==> src/rtl/aes_pkg.sv <==
// aes_pkg: widths and controller state encoding shared by the AES output path.
package aes_pkg;
   localparam int AES_BLOCK_W = 128;
   localparam int BYTE_W      = 8;
   typedef enum logic [1:0] {
      IDLE = 2'd0,
      LOAD = 2'd1,
      SEND = 2'd2,
      GAP  = 2'd3
   } state_t;
endpackage

==> src/rtl/aes_byte_tx_ctrl.sv <==
// aes_byte_tx_ctrl: accepts a 128-bit AES block and feeds it byte by byte to the serializer,
// advancing on ser_done, aborting a stalled byte after TIMEOUT cycles.
module aes_byte_tx_ctrl
   import aes_pkg::*;
#(
   parameter int NUM_BYTES = 16,
   parameter int MSB_FIRST = 1,
   parameter int GAP_CYC   = 2,
   parameter int TIMEOUT   = 64
) (
   input  logic                   clk,
   input  logic                   RST,
   input  logic                   blk_valid,
   input  logic [AES_BLOCK_W-1:0] blk_data,
   output logic                   blk_ready,
   output logic [BYTE_W-1:0]      ser_data,
   output logic                   ser_en,
   input  logic                   ser_done,
   output logic                   busy,
   output logic [3:0]             byte_idx,
   output logic                   blk_done,
   output logic                   err_timeout
);
   localparam int TW = $clog2(TIMEOUT + 2);
   localparam int GW = $clog2(GAP_CYC + 2);
   localparam logic [3:0]    LAST_IDX = 4'(NUM_BYTES - 1);
   localparam logic [TW-1:0] T_MAX    = TW'(TIMEOUT);
   localparam logic [GW-1:0] G_LAST   = GW'(GAP_CYC - 1);

   state_t                 state_q, state_d;
   logic [AES_BLOCK_W-1:0] shreg_q, shreg_d, shreg_nx;
   logic [3:0]             byte_idx_q, byte_idx_d;
   logic [TW-1:0]          timer_q, timer_d;
   logic [GW-1:0]          gap_q, gap_d;
   logic [BYTE_W-1:0]      ser_data_q, ser_data_d;
   logic                   blk_ready_q, blk_ready_d;
   logic                   ser_en_q, ser_en_d;
   logic                   busy_q, busy_d;
   logic                   blk_done_q, blk_done_d;
   logic                   err_timeout_q, err_timeout_d;

   function automatic logic [BYTE_W-1:0] head(input logic [AES_BLOCK_W-1:0] s);
      return (MSB_FIRST != 0) ? s[AES_BLOCK_W-1 -: BYTE_W] : s[BYTE_W-1:0];
   endfunction

   always_comb begin
      shreg_nx      = (MSB_FIRST != 0) ? shreg_q << BYTE_W : shreg_q >> BYTE_W;
      state_d       = state_q;
      shreg_d       = shreg_q;
      byte_idx_d    = byte_idx_q;
      timer_d       = timer_q;
      gap_d         = gap_q;
      ser_data_d    = ser_data_q;
      ser_en_d      = ser_en_q;
      busy_d        = busy_q;
      blk_done_d    = 1'b0;
      err_timeout_d = 1'b0;
      case (state_q)
         IDLE: if (blk_valid && blk_ready_q) begin
            state_d    = LOAD;
            shreg_d    = blk_data;
            byte_idx_d = '0;
            timer_d    = '0;
            gap_d      = '0;
            busy_d     = 1'b1;
         end
         LOAD: begin
            ser_data_d = head(shreg_q);
            ser_en_d   = 1'b1;
            state_d    = SEND;
         end
         SEND: begin
            // ser_done is tested first so it beats a simultaneous timeout
            if (ser_done && byte_idx_q < LAST_IDX) begin
               byte_idx_d = byte_idx_q + 4'd1;
               shreg_d    = shreg_nx;
               timer_d    = '0;
               ser_data_d = head(shreg_nx);
            end else if (ser_done || timer_q == T_MAX) begin
               ser_en_d      = 1'b0;
               blk_done_d    = ser_done;
               err_timeout_d = !ser_done;
               timer_d       = '0;
               gap_d         = '0;
               state_d       = (GAP_CYC == 0) ? IDLE : GAP;
               busy_d        = (GAP_CYC != 0);
            end else begin
               timer_d = timer_q + 1'b1;
            end
         end
         GAP: if (gap_q == G_LAST) begin
            state_d = IDLE;
            busy_d  = 1'b0;
         end else begin
            gap_d = gap_q + 1'b1;
         end
      endcase
      blk_ready_d = (state_d == IDLE);
   end

   always_ff @(posedge clk) begin
      if (RST) begin
         state_q       <= IDLE;
         shreg_q       <= '0;
         byte_idx_q    <= '0;
         timer_q       <= '0;
         gap_q         <= '0;
         ser_data_q    <= '0;
         blk_ready_q   <= 1'b0;
         ser_en_q      <= 1'b0;
         busy_q        <= 1'b0;
         blk_done_q    <= 1'b0;
         err_timeout_q <= 1'b0;
      end else begin
         state_q       <= state_d;
         shreg_q       <= shreg_d;
         byte_idx_q    <= byte_idx_d;
         timer_q       <= timer_d;
         gap_q         <= gap_d;
         ser_data_q    <= ser_data_d;
         blk_ready_q   <= blk_ready_d;
         ser_en_q      <= ser_en_d;
         busy_q        <= busy_d;
         blk_done_q    <= blk_done_d;
         err_timeout_q <= err_timeout_d;
      end
   end

   assign blk_ready   = blk_ready_q;
   assign ser_data    = ser_data_q;
   assign ser_en      = ser_en_q;
   assign busy        = busy_q;
   assign byte_idx    = byte_idx_q;
   assign blk_done    = blk_done_q;
   assign err_timeout = err_timeout_q;
endmodule

==> config.mk <==
export PLATFORM = sky130hd
export DESIGN_NAME = aes_byte_tx_ctrl
export DESIGN_NICKNAME = d
export VERILOG_FILES = /design/src/rtl/aes_pkg.sv /design/src/rtl/aes_byte_tx_ctrl.sv
export SDC_FILE = /design/constraint.sdc
export NUM_CORES = 1
export LEC_CHECK = 0
export CAP_MARGIN = 20
export CORE_ASPECT_RATIO = 1.2
export CORE_MARGIN = 5
export CORE_UTILIZATION = 35
export DETAILED_ROUTE_END_ITERATION = 7
export GPL_TIMING_DRIVEN = 0
export PLACE_DENSITY_LB_ADDON = 0.2
export SLEW_MARGIN = 20
export SYNTH_ARGS = -nofsm -noshare
export SYNTH_HDL_FRONTEND = slang
export SYNTH_SLANG_ARGS = --single-unit
==> constraint.sdc <==
create_clock -name clk -period 1.7 [get_ports clk]
set_input_delay 0.255 -clock clk [delete_from_list [all_inputs] [get_ports clk]]
set_output_delay 0.255 -clock clk [all_outputs]
set_load 0.01 [all_outputs]
==> qor.yml, run 1 <==
numClockSinks: 156
synth_xor_xnor_area_share_pct: 0.909
cp-start-kind: "flop"
slew_headroom_pct: 54.3
firstDrtPassIters: 5
final_nets: 1175
hold_violations: 0
setup_viol: 0
h-tree-depth: 4
synth-simple-area-share_pct: 25.7
place_hpwl_um: 15500
timing.final.ws_setup_ns: 0.00440
die_w_um: 137
rr_startpoint: "state_q[1]"
start_util_pct: 35.6
dieArea_um2: 22200
diodes: 0
whs_path_depth: 2
max_freq_mhz: 590
vias_per_cell: 5.15
clockBufferDepth: 2
switching_power_w: 0.00273
pre_cts_slack_ns: -0.709
gp_congestion: 0.833
place_area_um2: 8550
netlist.area_leader.share_pct: 46.3
worstPathArrival_ns: 2.03
rows: 55
avgSynthCellArea_um2: 7.97
pin_count: 149
rsz0062_at_grt: "true"
hold-path-endpoint: "state_q[1]"
syn_inst: 847
power_leakage_nw: 3.73
drcViolationCount: 0
r2r-end: "shreg_q[23]"
syn-cell-area_um2: 6750
irDropWorstVdd_uv: 716
syn2layout_area_growth_pct: 50.6
synth_top_family_by_area: "simple AND/OR/NAND/NOR gates"
top_layer_used: "met4"
vias: 6732
clockRootBuffer: "clkbuf_16"
ys_seq_area_share_pct: 46.3
skew_ns: 0.00741
synth_compound_area_share_pct: 20.6
syn_nets: 983
antenna_found_initial: 0
endpoint_kind: "flop"
yosys.area_share.adder_pct: 0.742
grt_overflow: 0
drt-met1-wl_um: 9760
avgRoutedWirePerCell_um: 17.1
hold_path.startpoint: "RST"
combPwrFrac_pct: 20.3
period_minus_slack_ns: 1.70
synth-seq-cells: 156
outcome: "finished clean"
cts-buffers-inserted: 17
port_buffers: 147
r2r_slack_ns: 0.004
track_usage_pct: 19.6
ctsHoldBuffers: 0
synth_warnings: 0
maxSlewViolCount: 0
p_per_area_nw_per_um2: 1000
stdcell_area_um2: 10200
dp.cells: 1250
synth_top_area_cell: "dfxtp_1"
drv_cap: 0
grt_pass1_vias: 6674
drive_above_1_share_pct: 17.8
route.met2.wl_um: 11200
synth_mux_area_share_pct: 0
drtIter0Drc: 413
die_y_um: 162
wirelength_um: 22300
tritoncts: "done"
hold_class: "in -> reg"
wl_met3_um: 1060
ant_nets: 0
clk_pin_slew_ns: 0.06
period_share_pct: 99.7
synth.distinct_cells: 39
tightest_slew_ns: 0.686
seqPwrFrac_pct: 41.3
insertion_delay_ns: 0.42
core_area_um2: 18900
internal-power_w: 0.00747
grt_pass1_wl_um: 34700
critPathMaxFanout: 7
crit_required_ns: 2.04
clockPowerShare_pct: 38.4
critPathKind: "reg -> reg"
r2r_cells: 9
grt_max_degree: 17
synth_area_leaders: "dfxtp_1 (46%), a311oi_1 (15%), nand2_1 (14%)"
fin_cells: 1308
switching_share_pct: 26.7
[registers in the layout (all words and copies together) (netlist names)]
signal	count
blk_done	1
blk_ready	1
busy	1
byte_idx	4
err_timeout	1
gap_q	2
ser_data	8
ser_en	1
shreg_q	128
state_q	2
timer_q	7
[cell type report]
type,instances,area [um2]
clock buffers,21,460
multi-input cells,608,3480
clock inverters,11,143
inverters,5,18.8
flip-flops and latches,156,3130
plain buffers,77,704
repair buffers,174,1900
fillers,1810,8760
well taps,256,320
[worst max-delay path, cell delays in order (launching register included)]
cell	delay, ns
dfxtp_2	0.32
buf_6	0.12
nand4bb_1	0.19
buf_6	0.15
o21ai_4	0.07
buf_12	0.17
clkbuf_16	0.17
clkbuf_16	0.14
nor2_1	0.04
a311oi_2	0.22
[worst max-delay path by stage]
stage / slack (ns) / end / from / cells after the start
after floorplan: 0.02 / shreg_q[108] / byte_idx[0] / 8
after global placement: -0.67 / shreg_q[23] / ser_done / 6
after detailed placement: -0.71 / shreg_q[30] / ser_done / 7
after CTS: -0.08 / shreg_q[15] / byte_idx[0] / 9
after global routing: -0.08 / shreg_q[42] / state_q[1] / 8
final: 0.004 / shreg_q[23] / state_q[1] / 9
[metal layers]
metal  vias up  global-route usage, %
met5         -                      0
met4         0                   5.82
li1       3367                      -
met3        23                   3.28
met2       188                   33.5
met1      3154                   25.2
[cell usage after synthesis (all sizes together)]
cell type	instances
nor4b	2
a311oi	122
ha	4
buf	44
nor2b	2
nor2	136
nand4bb	1
xnor2	6
a22oi	1
xor2	1
nand3b	4
or3	1
a221oi	1
o21ai	11
nand2	253
a211oi	7
nand2b	2
or2	1
nor3	10
nand4b	1
clkbuf	34
and3	1
nor3b	3
o32ai	1
inv	5
o21a	2
nand3	17
o21bai	1
a21oi	14
nor4	1
a22o	1
a21o	1
dfxtp	156
[repair_timing]
| item | CTS | global route |
|---|---|---|
| setup endpoints to repair | 148 | 149 |
| endpoints found under the hold margin | 0 | 0 |
| cloned | 5 | 9 |
| gates resized for setup | 107 | 88 |
| buffers inserted | 10 | 5 |
| pin swaps | 44 | 37 |
[through the flow]
step                      TNS [ns]  hold slack [ns]  total power, W  utilization [%]
after CTS                    -3.30            0.226          0.0100             51.4
after global placement      -82.56            0.449         0.00584             45.2
after global routing         -1.97            0.281          0.0106             53.7
after detailed placement    -87.08            0.459         0.00586             45.2
final                            0            0.273          0.0102             53.7
after floorplan                  0            0.331         0.00517                -
[logic make-up after synthesis]
logic type / count (synthesis)
and+or+nand+nor: 435
AOI/OAI and AO/OA: 162
DFF: 156
buffers and inverters: 83
xor gates and xnor gates: 7
adders and majority gates: 4
[power by group through the flow]
stage,combinational [W],clock (W),sequential (W)
global placement,0.00158,0,0.00426
global route,0.00226,0.00412,0.00425
detailed placement,0.00159,0,0.00427
finish,0.00207,0.00391,0.00422
floorplan,0.000946,0,0.00422
CTS,0.00188,0.00396,0.00419
[cells in the final DEF, fill, tap and decap left out, drive strengths merged, types with 2 or more instances in the layout]
cell           Yosys  layout
nor2b              2       2
nand2            253     253
dlymetal6s2s       0       2
clkdlybuf4s50      0     144
a21oi             14      14
clkbuf            34      65
nor4b              2       2
bufinv             0       3
clkinv             0       6
xnor2              6       6
ha                 4       4
inv                5       5
o21a               2       2
a211oi             7       7
o21ai             11      11
buf               44      60
nand2b             2       2
nor3b              3       3
nor2             136     136
nor3              10      10
dfxtp            156     156
nand3             17      17
clkinvlp           0       2
nand3b             4       4
a311oi           122     122
Note: power is estimated with default switching activity, not from simulation.
==> run 2: changes to the inputs <==
Settings changed: CELL_PAD_IN_SITES_DETAIL_PLACEMENT set to 1, CELL_PAD_IN_SITES_GLOBAL_PLACEMENT set to 1, CORE_UTILIZATION 35 to 33.
==> run 2 against run 1 <==
The run now ends with negative setup slack left. Total power is 0.12% higher. Critical path depth unchanged. Worst setup slack got worse by 0.089 ns. Worst hold slack got worse by 0.050 ns. Non-clock buffer count is 12 higher. Clock power down 6.9%. Count of clock-buffer cells in the layout shrank 1. Via count increased by 1.5%. Wire length is 13% higher. Combinational power increased by 13%. Global-route usage rose by 0.31 points. Sequential power hardly changed. Largest power group unchanged.
==> qor.yml, run 2 (synthesized netlist as in run 1, its figures left out) <==
slew_headroom_pct: 54.7  # +0.44 points
cp_cell_sequence: "ha_4 -> and3_4 -> o21ai_4 -> buf_12 -> buf_12 -> buf_16 -> clkbuf_16 -> nor2_2 -> a311oi_1"
tightest_slew_ns: 0.679  # -0.00663 ns
syn2layout_area_growth_pct: 56.5
timing.final.ws_setup_ns: -0.0851  # -0.0895 ns
power_leakage_nw: 3.83  # +2.7%
largest-register: "shreg_q"
track_usage_pct: 19.9  # +0.31 points
critPathKind: "reg -> reg"
pin_count: 149  # unchanged
skew_ns: 0.00846  # +0.00105 ns
die_y_um: 167  # +2.8%
outcome: "finished with violations"
grt_pass1_vias: 7140  # +7.0%
cp.buffers_inverters: 4  # -1
grt_max_degree: 17  # unchanged
rows: 57  # +3.6%
fill_cells: 2345  # +30%
grt_overflow: 0  # unchanged
critPathMaxFanout: 6  # -1
register_area_um2: 3130  # about the same
irDropWorstVdd_uv: 721  # +0.66%
insertion_delay_ns: 0.43  # about the same
cts-buffers-inserted: 17  # unchanged
clockBufferDepth: 2  # unchanged
tritoncts: "done"
crit_path_end: "shreg_q[21]"
diodes: 0  # unchanged
place_area_um2: 8560  # +0.13%
start_util_pct: 33.4  # -2.2 points
cp-start-kind: "flop"
p_per_area_nw_per_um2: 967  # -3.6%
stdcell_area_um2: 10600  # +3.9%
period_minus_slack_ns: 1.79  # +0.0895 ns
worstPathArrival_ns: 2.13  # +0.10 ns
period_share_pct: 105  # +5.3 points
rsz0062_at_grt: "true"
hold_violations: 0  # unchanged
drv_cap: 0  # unchanged
place_hpwl_um: 17000  # +9.7%
hold_ws_ns: 0.224  # -0.0499 ns
drcViolationCount: 0  # unchanged
antenna_found_initial: 0  # unchanged
largest_reg_flops: 128  # unchanged
maxSlewViolCount: 0  # unchanged
fin_tns_setup_ns: -2.75  # -2.75 ns
drtIter0Drc: 284  # -31%
numClockSinks: 156  # unchanged
grt_pass1_wl_um: 37500  # +8.1%
dieArea_um2: 23400  # +5.6%
wirelength_um: 25200  # +13%
max_freq_mhz: 560  # -5.0%
clk_pin_slew_ns: 0.07  # about the same
power.total_w: 0.0102  # +0.12%
r2r_slack_ns: -0.09  # -0.09 ns
firstDrtPassIters: 4  # -1
crit_cells: 9  # unchanged
r2r-end: "shreg_q[21]"
clockRootBuffer: "clkbuf_16"
crit_path_frequent_cell: "buf_12"
final_nets: 1187  # +1.0%
core_area_um2: 20200  # +6.7%
cpPeakStageDelay_ns: 0.35  # +0.03 ns
critical_path.top_delay_family: "buffers and inverters"
avgRoutedWirePerCell_um: 18.9  # +11%
r2r_cells: 9  # unchanged
vias: 6830  # +1.5%
cp-startpoint: "byte_idx[0]"
h-tree-depth: 4  # unchanged
cpMaxStageDelayCell: "dfxtp_4"
vias_per_cell: 5.14  # -0.15%
final_common_cell: "nand2_1"
ctsHoldBuffers: 0  # unchanged
gp_congestion: 0.782  # -6.1%
final_cell_mix: "nand2_1 (253), dfxtp_1 (151), clkdlybuf4s50_1 (143), nor2_1 (105), a311oi_1 (73)"
violations: "negative setup slack"
hold_class: "in -> reg"
ant_nets: 0  # unchanged
multi_input_area_um2: 3680  # +5.7%
die_w_um: 141  # +2.8%
setup_viol: 77  # +77
rr_startpoint: "byte_idx[0]"
port_buffers: 147  # unchanged
endpoint_kind: "flop"
drive_above_1_share_pct: 21.0  # +3.2 points
crit_required_ns: 2.04  # about the same
run 2: layout make-up:
class / count / area share, %
multi-input combinational: 608 / 34.9
sequential: 156 / 29.7
timing repair buffer: 187 / 20.3
buffer: 76 / 6.60
clock buffer: 20 / 4.14
tap: 265 / 3.14
clock inverter: 12 / 1.11
inverter: 5 / 0.178
run 2: timing repair:
item | in CTS | in global routing
pin swaps | 22 | 63
endpoints found under the setup margin | 154 | 154
cloned | 5 | 12
gates resized for setup | 124 | 119
setup buffers | 18 | 7
run 2: power breakdown:
| group | leakage, nW | internal [W] | switching [W] |
|---|---|---|---|
| logic | 2.29 | 0.00123 | 0.00111 |
| registers | 1.28 | 0.00400 | 0.000228 |
| clock network | 0.257 | 0.00203 | 0.00161 |
| total | 3.83 | 0.00726 | 0.00295 |
run 2: worst min path at each step:
stage	startpoint	end	depth (start not counted)
floorplan	ser_done	err_timeout	1
global placement	busy	busy	2
detailed placement	busy	busy	2
CTS	RST	state_q[1]	2
global route	RST	state_q[1]	2
finish	RST	state_q[1]	2
run 2: per-layer routing:
metal  vias up  track usage, %  wire [um]
li1       3392               -          -
met1      3277            23.6      10600
met2       130            36.3      13300
met3        31            3.84        898
met4         0            5.56        376
met5         -               0          0
run 2: per-stage QoR:
stage,utilization [%],worst slack (ns),std cells
2_1_floorplan,-,0.0161,847
3_3_place_gp,42.4,-0.682,1259
3_5_place_dp,42.4,-0.715,1259
4_1_cts,48.9,-0.170,1314
5_1_grt,52.3,-0.185,1329
6_report,52.3,-0.0851,1329
